[config.mk]
export PLATFORM = sky130hd
export DESIGN_NAME = pwm_multichannel_gen_flat
export DESIGN_NICKNAME = d
export VERILOG_FILES = /design/src/rtl/pwm_multichannel_gen_if.sv /design/src/rtl/pwm_multichannel_gen.sv /design/src/flat_wrapper.sv
export SDC_FILE = /design/constraint.sdc
export NUM_CORES = 1
export LEC_CHECK = 0
export CORE_MARGIN = 2
export CORE_UTILIZATION = 50
export DETAILED_ROUTE_END_ITERATION = 6
export PLACE_DENSITY = 0.7
export SKIP_LAST_GASP = 1
export SYNTH_ARGS = -nofsm -noshare
export SYNTH_HDL_FRONTEND = slang
export SYNTH_SLANG_ARGS = --single-unit
[constraint.sdc]
create_clock -name clk -period 5.3 [get_ports clk]
set_input_delay 1.06 -clock clk [delete_from_list [all_inputs] [get_ports clk]]
set_output_delay 1.06 -clock clk [all_outputs]
set_load 0.01 [all_outputs]
[src/rtl/pwm_multichannel_gen_if.sv]
// Bus-level signals of the multichannel PWM generator: buttons, direct duty load,
// alignment-mode select and the PWM/duty outputs.
interface pwm_multichannel_gen_if #(
    parameter int CHANNELS = 4,
    parameter int CNT_W    = 8
);
    logic [CHANNELS-1:0]            inc;
    logic [CHANNELS-1:0]            dec;
    logic                           load_valid;
    logic [3:0]                     load_ch;
    logic [CNT_W-1:0]               load_duty;
    logic                           center;
    logic [CHANNELS-1:0]            pwm_out;
    logic                           period_start;
    logic [CHANNELS-1:0][CNT_W-1:0] duty_out;

    modport master (
        output inc, dec, load_valid, load_ch, load_duty, center,
        input  pwm_out, period_start, duty_out
    );
    modport slave (
        input  inc, dec, load_valid, load_ch, load_duty, center,
        output pwm_out, period_start, duty_out
    );
endinterface

[src/rtl/pwm_multichannel_gen.sv]
// Multichannel PWM generator: one shared edge/center-aligned counter, per-channel
// debounced inc/dec buttons, shadow/active duty double buffering and registered outputs.
module pwm_channel #(
    parameter int CNT_W     = 8,
    parameter int PERIOD    = 200,
    parameter int STEP      = 10,
    parameter int INIT_DUTY = 100
) (
    input  logic             clk,
    input  logic             rst,
    input  logic             sample_en_i,
    input  logic             inc_i,
    input  logic             dec_i,
    input  logic             load_i,
    input  logic [CNT_W-1:0] load_duty_i,
    input  logic             start_i,
    input  logic [CNT_W-1:0] cnt_i,
    output logic             pwm_o,
    output logic [CNT_W-1:0] duty_o
);
    localparam logic [CNT_W-1:0] PER    = CNT_W'(PERIOD);
    localparam logic [CNT_W:0]   PER_X  = (CNT_W+1)'(PERIOD);
    localparam logic [CNT_W:0]   STEP_X = (CNT_W+1)'(STEP);

    logic [1:0]       inc_s_q, dec_s_q;   // [0] newest sample, [1] previous sample
    logic             inc_p, dec_p;
    logic [CNT_W:0]   up_x, dn_x;
    logic [CNT_W-1:0] shadow_q, shadow_d, active_q, cmp_duty;
    logic             pwm_q;

    assign inc_p = sample_en_i & inc_s_q[0] & ~inc_s_q[1];
    assign dec_p = sample_en_i & dec_s_q[0] & ~dec_s_q[1];

    always_ff @(posedge clk or posedge rst) begin
        if (rst) begin
            inc_s_q <= '0;
            dec_s_q <= '0;
        end else if (sample_en_i) begin
            inc_s_q <= {inc_s_q[0], inc_i};
            dec_s_q <= {dec_s_q[0], dec_i};
        end
    end

    // One extra bit so saturation is detected instead of wrapping; dn_x MSB is the borrow.
    always_comb begin
        up_x     = {1'b0, shadow_q} + STEP_X;
        dn_x     = {1'b0, shadow_q} - STEP_X;
        shadow_d = shadow_q;
        if (load_i)
            shadow_d = (load_duty_i > PER) ? PER : load_duty_i;
        else if (inc_p && !dec_p)
            shadow_d = (up_x > PER_X) ? PER : up_x[CNT_W-1:0];
        else if (dec_p && !inc_p)
            shadow_d = dn_x[CNT_W] ? '0 : dn_x[CNT_W-1:0];
    end

    // At period start the freshly copied duty must already drive the compare.
    assign cmp_duty = start_i ? shadow_q : active_q;

    always_ff @(posedge clk or posedge rst) begin
        if (rst) begin
            shadow_q <= CNT_W'(INIT_DUTY);
            active_q <= CNT_W'(INIT_DUTY);
            pwm_q    <= 1'b0;
        end else begin
            shadow_q <= shadow_d;
            if (start_i)
                active_q <= shadow_q;
            pwm_q <= (cnt_i < cmp_duty);
        end
    end

    assign pwm_o  = pwm_q;
    assign duty_o = shadow_q;
endmodule

module pwm_multichannel_gen #(
    parameter int CHANNELS  = 4,
    parameter int CNT_W     = 8,
    parameter int PERIOD    = 200,
    parameter int STEP      = 10,
    parameter int INIT_DUTY = 100,
    parameter int DEB_DIV   = 25000000
) (
    input  logic                   clk,
    input  logic                   rst,
    pwm_multichannel_gen_if.slave  bus_if
);
    localparam int               DIV_W    = $clog2(DEB_DIV);
    localparam logic [DIV_W-1:0] DIV_LAST = DIV_W'(DEB_DIV - 1);
    localparam logic [CNT_W-1:0] CNT_LAST = CNT_W'(PERIOD - 1);

    logic [DIV_W-1:0]               div_q, div_d;
    logic                           sample_en;
    logic [CNT_W-1:0]               cnt_q, cnt_d;
    logic                           dir_q, dir_d;    // 1 = down-ramp of a center-aligned period
    logic                           mode_q, mode_d;  // 1 = center-aligned
    logic                           start;
    logic                           ps_q;
    logic [CHANNELS-1:0]            pwm_w;
    logic [CHANNELS-1:0][CNT_W-1:0] duty_w;

    assign sample_en = (div_q == DIV_LAST);
    assign div_d     = sample_en ? '0 : div_q + 1'b1;
    assign start     = (cnt_q == '0) && !dir_q;
    assign mode_d    = start ? bus_if.center : mode_q;

    // Center mode holds PERIOD-1 for one extra cycle at the turnaround and 0 at the
    // end of the down-ramp, giving exactly 2*PERIOD counts per period.
    always_comb begin
        cnt_d = cnt_q + 1'b1;
        dir_d = dir_q;
        if (!mode_d) begin
            dir_d = 1'b0;
            if (cnt_q == CNT_LAST)
                cnt_d = '0;
        end else if (!dir_q) begin
            if (cnt_q == CNT_LAST) begin
                cnt_d = cnt_q;
                dir_d = 1'b1;
            end
        end else begin
            cnt_d = cnt_q - 1'b1;
            if (cnt_q == '0) begin
                cnt_d = '0;
                dir_d = 1'b0;
            end
        end
    end

    always_ff @(posedge clk or posedge rst) begin
        if (rst) begin
            div_q  <= '0;
            cnt_q  <= '0;
            dir_q  <= 1'b0;
            mode_q <= 1'b0;
            ps_q   <= 1'b0;
        end else begin
            div_q  <= div_d;
            cnt_q  <= cnt_d;
            dir_q  <= dir_d;
            mode_q <= mode_d;
            ps_q   <= start;   // aligned with the registered pwm outputs
        end
    end

    for (genvar i = 0; i < CHANNELS; i++) begin : g_ch
        pwm_channel #(
            .CNT_W    (CNT_W),
            .PERIOD   (PERIOD),
            .STEP     (STEP),
            .INIT_DUTY(INIT_DUTY)
        ) u_ch (
            .clk        (clk),
            .rst        (rst),
            .sample_en_i(sample_en),
            .inc_i      (bus_if.inc[i]),
            .dec_i      (bus_if.dec[i]),
            .load_i     (bus_if.load_valid && (bus_if.load_ch == 4'(i))),
            .load_duty_i(bus_if.load_duty),
            .start_i    (start),
            .cnt_i      (cnt_q),
            .pwm_o      (pwm_w[i]),
            .duty_o     (duty_w[i])
        );
    end

    assign bus_if.pwm_out      = pwm_w;
    assign bus_if.duty_out     = duty_w;
    assign bus_if.period_start = ps_q;
endmodule
[src/flat_wrapper.sv]
// flat-port wrapper written by rule: the top's interface ports become plain ports
module pwm_multichannel_gen_flat 
#(
    parameter int CHANNELS  = 4,
    parameter int CNT_W     = 8,
    parameter int PERIOD    = 200,
    parameter int STEP      = 10,
    parameter int INIT_DUTY = 100,
    parameter int DEB_DIV   = 25000000
)
  (clk, rst, bus_if_inc, bus_if_dec, bus_if_load_valid, bus_if_load_ch, bus_if_load_duty, bus_if_center, bus_if_pwm_out, bus_if_period_start, bus_if_duty_out);
  pwm_multichannel_gen_if #(.CHANNELS(CHANNELS), .CNT_W(CNT_W)) bus_if_i ();
  input  logic clk;
  input  logic rst;
  input wire logic [$bits(bus_if_i.inc)-1:0] bus_if_inc;
  input wire logic [$bits(bus_if_i.dec)-1:0] bus_if_dec;
  input wire logic [$bits(bus_if_i.load_valid)-1:0] bus_if_load_valid;
  input wire logic [$bits(bus_if_i.load_ch)-1:0] bus_if_load_ch;
  input wire logic [$bits(bus_if_i.load_duty)-1:0] bus_if_load_duty;
  input wire logic [$bits(bus_if_i.center)-1:0] bus_if_center;
  output wire logic [$bits(bus_if_i.pwm_out)-1:0] bus_if_pwm_out;
  output wire logic [$bits(bus_if_i.period_start)-1:0] bus_if_period_start;
  output wire logic [$bits(bus_if_i.duty_out)-1:0] bus_if_duty_out;
  assign bus_if_i.inc = bus_if_inc;
  assign bus_if_i.dec = bus_if_dec;
  assign bus_if_i.load_valid = bus_if_load_valid;
  assign bus_if_i.load_ch = bus_if_load_ch;
  assign bus_if_i.load_duty = bus_if_load_duty;
  assign bus_if_i.center = bus_if_center;
  assign bus_if_pwm_out = bus_if_i.pwm_out;
  assign bus_if_period_start = bus_if_i.period_start;
  assign bus_if_duty_out = bus_if_i.duty_out;
  pwm_multichannel_gen #(.CHANNELS(CHANNELS), .CNT_W(CNT_W), .PERIOD(PERIOD), .STEP(STEP), .INIT_DUTY(INIT_DUTY), .DEB_DIV(DEB_DIV)) u_core (.clk(clk), .rst(rst), .bus_if(bus_if_i));
endmodule
* Word-level counts from Yosys, hierarchy flattened
Cells that the tools add are included.
** Word-level totals
- Register bits :: 120
- Input port bits :: 24
- Output and inout bits :: 37
- Logic and storage cells :: 139
** Operators by class
- $add $sub $neg :: 11
- Order comparisons :: 9
- Equal/unequal tests :: 6
- Muxes and demuxes :: 36
- Bitwise gates (word level) :: 24
- Reduce and logical (&&, ||, !) cells :: 28
** Operators by type and width (number)
- $mux 8 :: 30
- $add 8x4->9 const B :: 4
- $gt 9x8->1 const B :: 4
- $sub 8x4->9 const B :: 4
- $lt 8x8->1 :: 4
- $add 25x1->25 const B :: 1
- $eq 25x25->1 const B :: 1
- $mux 25 :: 1
- $and 1x1->1 :: 16
- $logic_and 1x1->1 :: 13
- $reduce_bool 3->1 :: 4
- $logic_not 1->1 :: 9
- $add 8x1->8 const B :: 1
- $eq 4x2->1 const B :: 2
- $eq 8x8->1 const B :: 1
- $gt 8x8->1 const B :: 1
- $logic_not 8->1 :: 1
- $not 1->1 :: 8
- $sub 8x1->8 const B :: 1
- $mux 1 :: 5
- $eq 4x1->1 const B :: 1
- $logic_not 4->1 :: 1
- $ne 3x2->1 const B :: 1

* Longest topological paths before layout
Gate-level depths: netlist of the first run.
- Depth after elaboration :: 8
- Gate-level depth with buffers :: 12
- Mapped depth without buffers :: 10

* Hierarchy
A second synthesis of the first run with hierarchy kept.
** Unflattened totals
- Cells, all modules :: 859
- Area total of the unflattened synthesis :: 8181.6 um2
** By module, submodules not included
- pwm_channel (u_core.g_ch[0].u_ch ...) :: instances 2, cells each 172, area each 1592.8 um2, seq. area each 533.0 um2
- pwm_multichannel_gen :: instances 1, cells each 206, area each 1999.4 um2, seq. area each 900.9 um2
- pwm_channel (u_core.g_ch[3].u_ch) :: instances 1, cells each 154, area each 1521.5 um2, seq. area each 533.0 um2
- pwm_channel (u_core.g_ch[2].u_ch) :: instances 1, cells each 155, area each 1475.2 um2, seq. area each 533.0 um2

* Least setup slack after synthesis of the first run
No wires, ideal clock.
- Path kind :: register to register
- Start point :: register u_core.cnt_q[1]
- End point :: register u_core.g_ch[1].u_ch.pwm_q
- Library setup time :: 0.064 ns
- Arrival :: 3.302 ns
- Data required time :: 5.236 ns
- Path slack :: 1.934 ns
- Stages on the path, launching flop included :: 13
- Path buffers :: 2
- Clock period less this slack :: 3.366 ns
- Path through :: dfrtp_1 -> inv_1 -> ha_1 -> or4b_2 -> nor3_2 -> buf_2 -> buf_2 -> mux2i_1 -> ha_1 -> a21o_1 -> a21o_1 -> a21oi_1 -> o21a_1
** Between the ends
- Longest elaborated chain between the ends :: 4
** Ends and longest elaborated chain
- from (decl) :: RTL line pwm_multichannel_gen.sv:95 : logic [CNT_W-1:0] cnt_q, cnt_d;
- from (signal assigned) :: RTL line pwm_multichannel_gen.sv:140 : cnt_q <= cnt_d;
- $logic_not 8->1 :: RTL line pwm_multichannel_gen.sv:105 : assign start = (cnt_q == '0) && !dir_q;
- $logic_and 1x1->1 :: RTL line pwm_multichannel_gen.sv:105
- $mux 8
- $lt 8x8->1 (*) :: RTL line pwm_multichannel_gen.sv:69 : pwm_q <= (cnt_i < cmp_duty);
- to (signal assigned) :: RTL line pwm_multichannel_gen.sv:69
- to (decl) :: RTL line pwm_multichannel_gen.sv:29 : logic pwm_q;
Mark *: on every way between the ends. The rest lies on a longest branch, timed or not.
A chain may end at the register's enable or synchronous reset.

* Worst setup path after layout of the first run
- Start point :: register u_core.div_q[6]
- End point :: register u_core.g_ch[2].u_ch.shadow_q[4]
** Between the ends
- Longest elaborated chain between the ends :: 7
- Elaborated cells between the ends (all ways) :: 12
- Those cells by class :: eq/ne: 1; mux: 2; bitwise: 4; reduce/logical: 5
** Ends and longest elaborated chain
- from (decl) :: RTL line pwm_multichannel_gen.sv:93 : logic [DIV_W-1:0] div_q, div_d;
- from (signal assigned) :: RTL line pwm_multichannel_gen.sv:139 : div_q <= div_d;
- $eq 25x25->1 (*) :: RTL line pwm_multichannel_gen.sv:103 : assign sample_en = (div_q == DIV_LAST);
- $and 1x1->1 (2 in a row) :: RTL line pwm_multichannel_gen.sv:32 : assign dec_p = sample_en_i & dec_s_q[0] & ~dec_s_q[1];
- $logic_not 1->1 :: RTL line pwm_multichannel_gen.sv:51 : else if (inc_p && !dec_p)
- $logic_and 1x1->1 :: RTL line pwm_multichannel_gen.sv:51
- $mux 8 :: RTL line pwm_multichannel_gen.sv:51
- $mux 8 :: RTL line pwm_multichannel_gen.sv:49 : if (load_i)
- to (signal assigned) :: RTL line pwm_multichannel_gen.sv:62 : shadow_q <= CNT_W'(INIT_DUTY);
- to (signal assigned) :: RTL line pwm_multichannel_gen.sv:66 : shadow_q <= shadow_d;
- to (decl) :: RTL line pwm_multichannel_gen.sv:28 : logic [CNT_W-1:0] shadow_q, shadow_d, active_q, cmp_duty;
Marked as above.

==> parameters.txt, run 1 <==
Parameter                              Value

Routing
  Vias ... 7074
  WL/cell ... 17.4 um
  Vias per cell ... 5.93
  WL met2 ... 9310 um
  DRC marker count from the first detailed-route iteration ... 590
  Number of iterations in the first detailed-routing pass ... 5
  DRC Markers ... 0
  Routed metal-1 wirelength ... 9790 um
  Post-detailed-route count of antenna-violating nets ... 0
  Top layer reached by signal wires ... met4
  Met3 wire len ... 1210 um
  Detailed-route wire length ... 20700 um

GRT
  Wire length of the first global-routing pass ... 34100 um
  Via count of the first global-routing pass ... 6645
  Residual overflow from global routing ... 0
  Maximum number of pins on one net before global-route repair ... 121
  Initial antenna violation count ... 0
  Global routing usage summed across all routing layers ... 25.7%

Finish
  Final core utilization ... 59.1%
  P&R area growth vs syn ... 16.5%
  Final-stage net count ... 1027
  Share of post-route cells with drive strength above 1 ... 9.02%
  Inserted Diodes ... 0
  # fillers ... 1387

Pwr
  Leakage power total ... 4.03 nW
  Peak VDD IR ... 0.276 mV
  Cell area power density ... 434 nW/um^2

Worst setup path
  Worst setup path start ... u_core.div_q[6]$_DFF_PP0_
  Type of the worst setup path ... flip-flop to flip-flop
  Capturing element of the worst setup path ... u_core.g_ch[2].u_ch.duty_o[4]$_DFFE_PP0P_
  Kind of capture point of the worst setup path ... flip-flop
  Arrival time reported for the critical path endpoint ... 3.65 ns
  R2R depth ... 7
  Nature of the critical path startpoint ... flip-flop
  Beginning of the worst register-to-register path ... u_core.div_q[6]$_DFF_PP0_
  R2r setup slk ... 1.92 ns
  Endpoint of the lowest-slack register-to-register path ... u_core.g_ch[2].u_ch.duty_o[4]$_DFFE_PP0P_
  Max Fanout on Critical Path ... 7
  Worst endpoint required time ... 5.57 ns

Logic synthesis
  Most used flip-flop cell after synthesis ... sky130_fd_sc_hd__dfrtp_1
  Post-synthesis net count ... 992
  Average cell area after synthesis ... 8.59 um^2
  Sequential fraction of the synthesis area ... 38.1%
  Synth top area share ... 30.1%
  Count leader, synth ... sky130_fd_sc_hd__nand2_1
  Leading post-synthesis cells by instance count ... sky130_fd_sc_hd__nand2_1 (126), sky130_fd_sc_hd__dfrtp_1 (96), sky130_fd_sc_hd__nor2_1 (80)
  Post-Syn Area ... 7970 um^2
  Yosys warning total ... 0
  Distinct cell type count after synthesis ... 70
  Main area contributors after synthesis ... sky130_fd_sc_hd__dfrtp_1 (30%), sky130_fd_sc_hd__dfstp_2 (7.9%), sky130_fd_sc_hd__ha_1 (6.3%), sky130_fd_sc_hd__nand2_1 (5.9%), sky130_fd_sc_hd__mux2i_1 (4.9%)
  Synthesized flop and latch total ... 120
  Count of flip-flops with a built-in enable after synthesis ... 0
  Library cell occupying the most area in the post-synthesis netlist ... sky130_fd_sc_hd__dfrtp_1
  Post-synthesis cell count ... 928
  Fraction of registers with async set or reset after synthesis ... 100%

STA
  Final total negative setup slack ... 0 ns
  Unrepaired setup endpoints after global routing ... false
  Maximum clock frequency ... 295 MHz
  Final setup violating endpoints ... 0
  Worst rel slew slack ... 30.8%
  Hold violation total from the final report ... 0
  Layout Skew ... 0.00739 ns
  Portion of the clock cycle consumed by the worst path in the final layout ... 63.9%
  Actual transition at the worst max-transition pin ... 1.03 ns
  Max Slew Vio Count ... 0
  Period minus WS final ... 3.38 ns

Floorplan
  Count of boundary I/O pins ... 61
  Die ar. ... 17000 um^2
  Height of the die ... 130 um
  Starting density of the core ... 50.7%
  Area of the core region ... 15700 um^2
  Cell Rows ... 46
  Die W ... 130 um

Placement
  Placer congestion estimate ... 0.905
  DP Wirelength ... 14500 um
  Number of buffers inserted by port buffering ... 60

Clock network
  Root buf cell ... sky130_fd_sc_hd__clkbuf_16
  Number of clock sinks ... 120
  CTS Buf Count ... 17
  Deepest clock path buffer count ... 2
  Post CTS Setup Buffer Count ... 0
  H-Tree Depth ... 4
  Insertion delay of the later-clocked pin in the worst-skew pair ... 0.42 ns
  Count of hold buffers inserted by post-cts repair ... 0
  Post_cts resized ... 0
  Clk pin slew, worst setup/hold paths ... 0.06 ns
  Clock tree from TritonCTS ... yes

Flow run
  Count of max-cap constraint violations ... 0

Hold path
  Worst hold path type ... flip-flop to flip-flop
  Hold Startpoint ... u_core.g_ch[0].u_ch.dec_s_q[1]$_DFFE_PP0N_

Status
  Run status ... finished clean
layer usage:
layer | up-vias | global-route usage (%)
met4 | 0 | 8.86
li1 | 3391 | -
met5 | - | 0
met3 | 37 | 5.21
met1 | 3406 | 36.6
met2 | 240 | 39.4
metrics by stage:
step | power (W) | instance area, um^2 | setup slack [ns] | hold slack (ns) | cells
after floorplan | 0.00239 | 7970 | 1.09 | 0.430 | 928
after global placement | 0.00282 | 8690 | 2.04 | 0.440 | 1160
after detailed placement | 0.00285 | 8690 | 1.99 | 0.447 | 1160
after CTS | 0.00404 | 9290 | 1.97 | 0.459 | 1192
after global routing | 0.00432 | 9290 | 1.70 | 0.485 | 1192
final | 0.00403 | 9290 | 1.92 | 0.460 | 1192
power by group:
group,switching (W),internal (W)
logic,0.000685,0.000683
registers,0.000344,0.00115
clock network,0.000424,0.000746
placed cells by master, fill, tap and decap left out, types with 5 or more instances in the layout:
| master | netlist | final |
|---|---|---|
| sky130_fd_sc_hd__nor2_1 | 80 | 80 |
| sky130_fd_sc_hd__a31oi_1 | 15 | 15 |
| sky130_fd_sc_hd__nand3_1 | 26 | 26 |
| sky130_fd_sc_hd__and2_1 | 11 | 11 |
| sky130_fd_sc_hd__mux2i_1 | 39 | 39 |
| sky130_fd_sc_hd__and3_1 | 10 | 10 |
| sky130_fd_sc_hd__a211oi_1 | 6 | 6 |
| sky130_fd_sc_hd__or3_1 | 9 | 9 |
| sky130_fd_sc_hd__o21a_1 | 18 | 18 |
| sky130_fd_sc_hd__nand2_1 | 126 | 126 |
| sky130_fd_sc_hd__clkdlybuf4s50_1 | 0 | 60 |
| sky130_fd_sc_hd__nor4b_1 | 7 | 7 |
| sky130_fd_sc_hd__o31ai_1 | 11 | 11 |
| sky130_fd_sc_hd__dfrtp_1 | 96 | 96 |
| sky130_fd_sc_hd__dfstp_2 | 24 | 24 |
| sky130_fd_sc_hd__buf_4 | 4 | 6 |
| sky130_fd_sc_hd__mux2_2 | 6 | 6 |
| sky130_fd_sc_hd__nor3_1 | 23 | 22 |
| sky130_fd_sc_hd__ha_1 | 40 | 40 |
| sky130_fd_sc_hd__clkinv_2 | 0 | 5 |
| sky130_fd_sc_hd__nor2b_1 | 10 | 10 |
| sky130_fd_sc_hd__or2_2 | 6 | 6 |
| sky130_fd_sc_hd__a21o_1 | 12 | 12 |
| sky130_fd_sc_hd__nand2b_1 | 16 | 16 |
| sky130_fd_sc_hd__o21ai_0 | 45 | 45 |
| sky130_fd_sc_hd__nor4_1 | 14 | 14 |
| sky130_fd_sc_hd__or4_1 | 6 | 6 |
| sky130_fd_sc_hd__o211ai_1 | 10 | 10 |
| sky130_fd_sc_hd__xnor2_1 | 16 | 16 |
| sky130_fd_sc_hd__xor2_1 | 19 | 19 |
| sky130_fd_sc_hd__inv_1 | 44 | 43 |
| sky130_fd_sc_hd__a21oi_1 | 50 | 50 |
| sky130_fd_sc_hd__nand4_1 | 14 | 14 |
| sky130_fd_sc_hd__clkbuf_16 | 0 | 17 |
cells by family (layout without fill, tap and decap cells):
logic type	after synthesis	after routing	share of synthesized area, %
flops	120	120	38.1
fa+ha+maj	40	40	6.28
mux	45	45	5.75
compound gates	216	216	17.8
simple gates	376	376	23.2
buf+inv	96	144	4.98
xor+xnor	35	35	3.85
critical path, cell delays in order, from the launching register on:
cell and delay, ns:
sky130_fd_sc_hd__dfrtp_1 0.43, sky130_fd_sc_hd__or4_1 0.55, sky130_fd_sc_hd__or3b_1 0.50, sky130_fd_sc_hd__nor3_1 0.87, sky130_fd_sc_hd__and2_1 0.39, sky130_fd_sc_hd__a21boi_0 0.13
sky130_fd_sc_hd__a311oi_1 0.25, sky130_fd_sc_hd__o21ai_0 0.11
state kept, by name, indices dropped and copies added (netlist names):
register and count:
u_core.dir_q 1, u_core.g_ch.u_ch.pwm_o 4, u_core.mode_q 1, u_core.g_ch.u_ch.duty_o 32, u_core.g_ch.u_ch.inc_s_q 8, u_core.bus_if.period_start 1, u_core.cnt_q 8, u_core.g_ch.u_ch.dec_s_q 8
u_core.div_q 25, u_core.g_ch.u_ch.active_q 32
final cells by class:
class                      instances  area (um^2)  share of cell area, %
clock buffer                      19          443                   4.77
tap                              216          270                   2.91
multi-input combinational        712         4550                   49.0
sequential                       120         3030                   32.7
inverter                          45          171                   1.85
clock inverter                    13          154                   1.66
timing repair buffer              67          666                   7.17
worst min-delay path by stage:
| stage | cells after the start | slack (ns) | end |
|---|---|---|---|
| 3_3_place_gp | 2 | 0.44 | u_core.g_ch[0].u_ch.dec_s_q[1]$_DFFE_PP0N_ |
| 3_5_place_dp | 2 | 0.45 | u_core.g_ch[0].u_ch.dec_s_q[1]$_DFFE_PP0N_ |
| 2_1_floorplan | 2 | 0.43 | u_core.g_ch[0].u_ch.dec_s_q[1]$_DFFE_PP0N_ |
| 4_1_cts | 2 | 0.46 | u_core.g_ch[0].u_ch.dec_s_q[1]$_DFFE_PP0N_ |
| 5_1_grt | 2 | 0.49 | u_core.g_ch[2].u_ch.inc_s_q[1]$_DFFE_PP0N_ |
| 6_report | 2 | 0.46 | u_core.g_ch[0].u_ch.dec_s_q[1]$_DFFE_PP0N_ |
Power figures use the tool's default switching activity.
==> run 2: changes to the inputs <==
clock period = 3.4 ns   (was 5.3 ns; I/O delays follow)
==> parameters.txt, run 2 (synthesis gave the netlist of run 1 again) <==
Parameter                              Value

GRT
  Maximum number of pins on one net before global-route repair ... 121
  GRT busiest layer ... met2
  Wire length of the first global-routing pass ... 33700 um
  Initial antenna violation count ... 0
  Grt met1 use ... 36.9%
  Global-route track usage on met3 ... 4.43%
  Global routing usage summed across all routing layers ... 25.7%
  Met2 Usage GRT ... 39.4%
  Residual overflow from global routing ... 0
  Via count of the first global-routing pass ... 6541

Worst setup path
  Beginning of the worst register-to-register path ... u_core.cnt_q[0]$_DFFE_PP0P_
  Library cell appearing most often on the critical path ... sky130_fd_sc_hd__ha_1
  Arrival time reported for the critical path endpoint ... 3.38 ns
  Endpoint of the lowest-slack register-to-register path ... u_core.g_ch[3].u_ch.pwm_o$_DFF_PP0_
  Worst endpoint required time ... 3.76 ns
  R2R depth ... 11
  Kind of capture point of the worst setup path ... flip-flop
  Type of the worst setup path ... flip-flop to flip-flop
  R2r setup slk ... 0.38 ns
  Delay of the slowest critical-path stage ... 0.66 ns
  Slowest library cell on the worst path ... sky130_fd_sc_hd__or4b_2
  Nature of the critical path startpoint ... flip-flop
  Cell breakdown of the critical path ... clkinv_1 > ha_1 > or4b_2 > nor3_4 > buf_4 > mux2i_1 > ha_1 > a21boi_0 > o31a_1 > o21ai_0 > a21o_1
  Max Fanout on Critical Path ... 17

Finish
  Final core utilization ... 60.1%
  Inserted Diodes ... 0
  Final-stage net count ... 1044
  Commonest cells after routing, fill and taps aside ... sky130_fd_sc_hd__nand2_1 (126), sky130_fd_sc_hd__dfrtp_1 (96), sky130_fd_sc_hd__nor2_1 (80)
  P&R area growth vs syn ... 18.6%
  Share of post-route cells with drive strength above 1 ... 10.5%
  Leading cell type in the layout, fill and taps excluded ... sky130_fd_sc_hd__nand2_1

Placement
  Number of buffers inserted by port buffering ... 60
  DP Wirelength ... 14400 um
  Placer congestion estimate ... 0.960

STA
  Final total negative setup slack ... 0 ns
  Worst rel slew slack ... 51.1%
  Max Slew Vio Count ... 0
  Hold violation total from the final report ... 0
  Actual transition at the worst max-transition pin ... 0.731 ns
  Layout Skew ... 0.0111 ns
  Unrepaired setup endpoints after global routing ... false
  Final setup violating endpoints ... 0
  Period minus WS final ... 3.02 ns
  Portion of the clock cycle consumed by the worst path in the final layout ... 88.9%
  Maximum clock frequency ... 331 MHz

Clock network
  Post CTS Setup Buffer Count ... 0
  Number of clock sinks ... 120
  Insertion delay of the later-clocked pin in the worst-skew pair ... 0.43 ns
  CTS Buf Count ... 17
  Count of hold buffers inserted by post-cts repair ... 0
  Root buf cell ... sky130_fd_sc_hd__clkbuf_16
  Clk pin slew, worst setup/hold paths ... 0.06 ns
  Deepest clock path buffer count ... 2
  Clock tree from TritonCTS ... yes
  Post_cts resized ... 0
  H-Tree Depth ... 4

Status
  Run status ... finished clean

Routing
  Number of iterations in the first detailed-routing pass ... 5
  DRC Markers ... 0
  Vias ... 7033
  DRC marker count from the first detailed-route iteration ... 681
  Detailed-route wire length ... 20700 um
  WL/cell ... 17.1 um
  Post-detailed-route count of antenna-violating nets ... 0
  Vias per cell ... 5.82

Hold path
  WHS Endpoint ... u_core.g_ch[1].u_ch.dec_s_q[1]$_DFFE_PP0N_
  Number of cells traversed by the worst hold path ... 2
  Worst hold path type ... flip-flop to flip-flop
  Hold Startpoint ... u_core.g_ch[1].u_ch.dec_s_q[1]$_DFFE_PP0N_

Floorplan
  Die W ... 130 um
  Area of the core region ... 15700 um^2
  Cell Rows ... 46
  Height of the die ... 130 um
  Die ar. ... 17000 um^2
  Starting density of the core ... 50.7%
  Count of boundary I/O pins ... 61

Pwr
  Peak VDD IR ... 0.382 mV
  Cell area power density ... 683 nW/um^2
  Leakage power total ... 4.14 nW

Flow run
  Count of max-cap constraint violations ... 0
==> run 2: cell count changes in the layout (fill, tap and decap cells not counted) <==
cell	before	now
sky130_fd_sc_hd__clkbuf_8	1	4
sky130_fd_sc_hd__clkinvlp_4	4	1
sky130_fd_sc_hd__buf_4	6	23
sky130_fd_sc_hd__inv_4	1	0
sky130_fd_sc_hd__bufinv_16	3	4
sky130_fd_sc_hd__clkinv_4	1	0
==> run 2: where the power goes <==
part	switching, W	internal [W]	leakage (nW)
logic	0.00125	0.00112	2.37
clock network	0.000661	0.00129	0.316
registers	0.000345	0.00179	1.45
total	0.00225	0.00421	4.14
==> run 2: how the worst max path moves through the flow <==
stage                           startpoint                             endpoint
4_1_cts        u_core.cnt_q[1]$_DFFE_PP0P_  u_core.g_ch[3].u_ch.pwm_o$_DFF_PP0_
3_5_place_dp   u_core.cnt_q[1]$_DFFE_PP0P_  u_core.g_ch[3].u_ch.pwm_o$_DFF_PP0_
5_1_grt        u_core.cnt_q[1]$_DFFE_PP0P_  u_core.g_ch[2].u_ch.pwm_o$_DFF_PP0_
2_1_floorplan  u_core.cnt_q[1]$_DFFE_PP0P_  u_core.g_ch[1].u_ch.pwm_o$_DFF_PP0_
6_report       u_core.cnt_q[0]$_DFFE_PP0P_  u_core.g_ch[3].u_ch.pwm_o$_DFF_PP0_
3_3_place_gp   u_core.cnt_q[1]$_DFFE_PP0P_  u_core.g_ch[3].u_ch.pwm_o$_DFF_PP0_
==> run 2: critical path: cells and delay by family (launching register included) <==
family	cells	cell delay [ns]
adders and majority gates	2	0.41
AOI/OAI and AO/OA	4	0.67
and+or+nand+nor	2	0.81
muxes	1	0.28
buffers and inverters	2	0.38
DFF	1	0.40
==> run 2: final cells by class <==
class | instances | area [um^2]
clock buffer | 22 | 484
clock inverter | 9 | 145
fill | 1365 | 6260
tap | 216 | 270
timing repair buffer | 84 | 793
sequential | 120 | 3030
inverter | 45 | 173
multi-input combinational | 712 | 4550
==> run 2: metrics by stage <==
| stage | cell area (um^2) | setup slack, ns | instances | hold WS [ns] | total power [W] |
|---|---|---|---|---|---|
| 3_5_place_dp | 8820 | 0.366 | 1177 | 0.446 | 0.00450 |
| 3_3_place_gp | 8820 | 0.467 | 1177 | 0.441 | 0.00445 |
| 5_1_grt | 9450 | 0.203 | 1208 | 0.472 | 0.00691 |
| 2_1_floorplan | 7970 | 0.0338 | 928 | 0.430 | 0.00373 |
| 6_report | 9450 | 0.376 | 1208 | 0.455 | 0.00646 |
| 4_1_cts | 9450 | 0.352 | 1208 | 0.458 | 0.00647 |
==> run 2: layer usage <==
metal / wire [um] / vias to the layer above
met1: 9760 / 3387
met5: 0 / -
met3: 1240 / 26
met4: 329 / 0
met2: 9350 / 196
li1: - / 3424
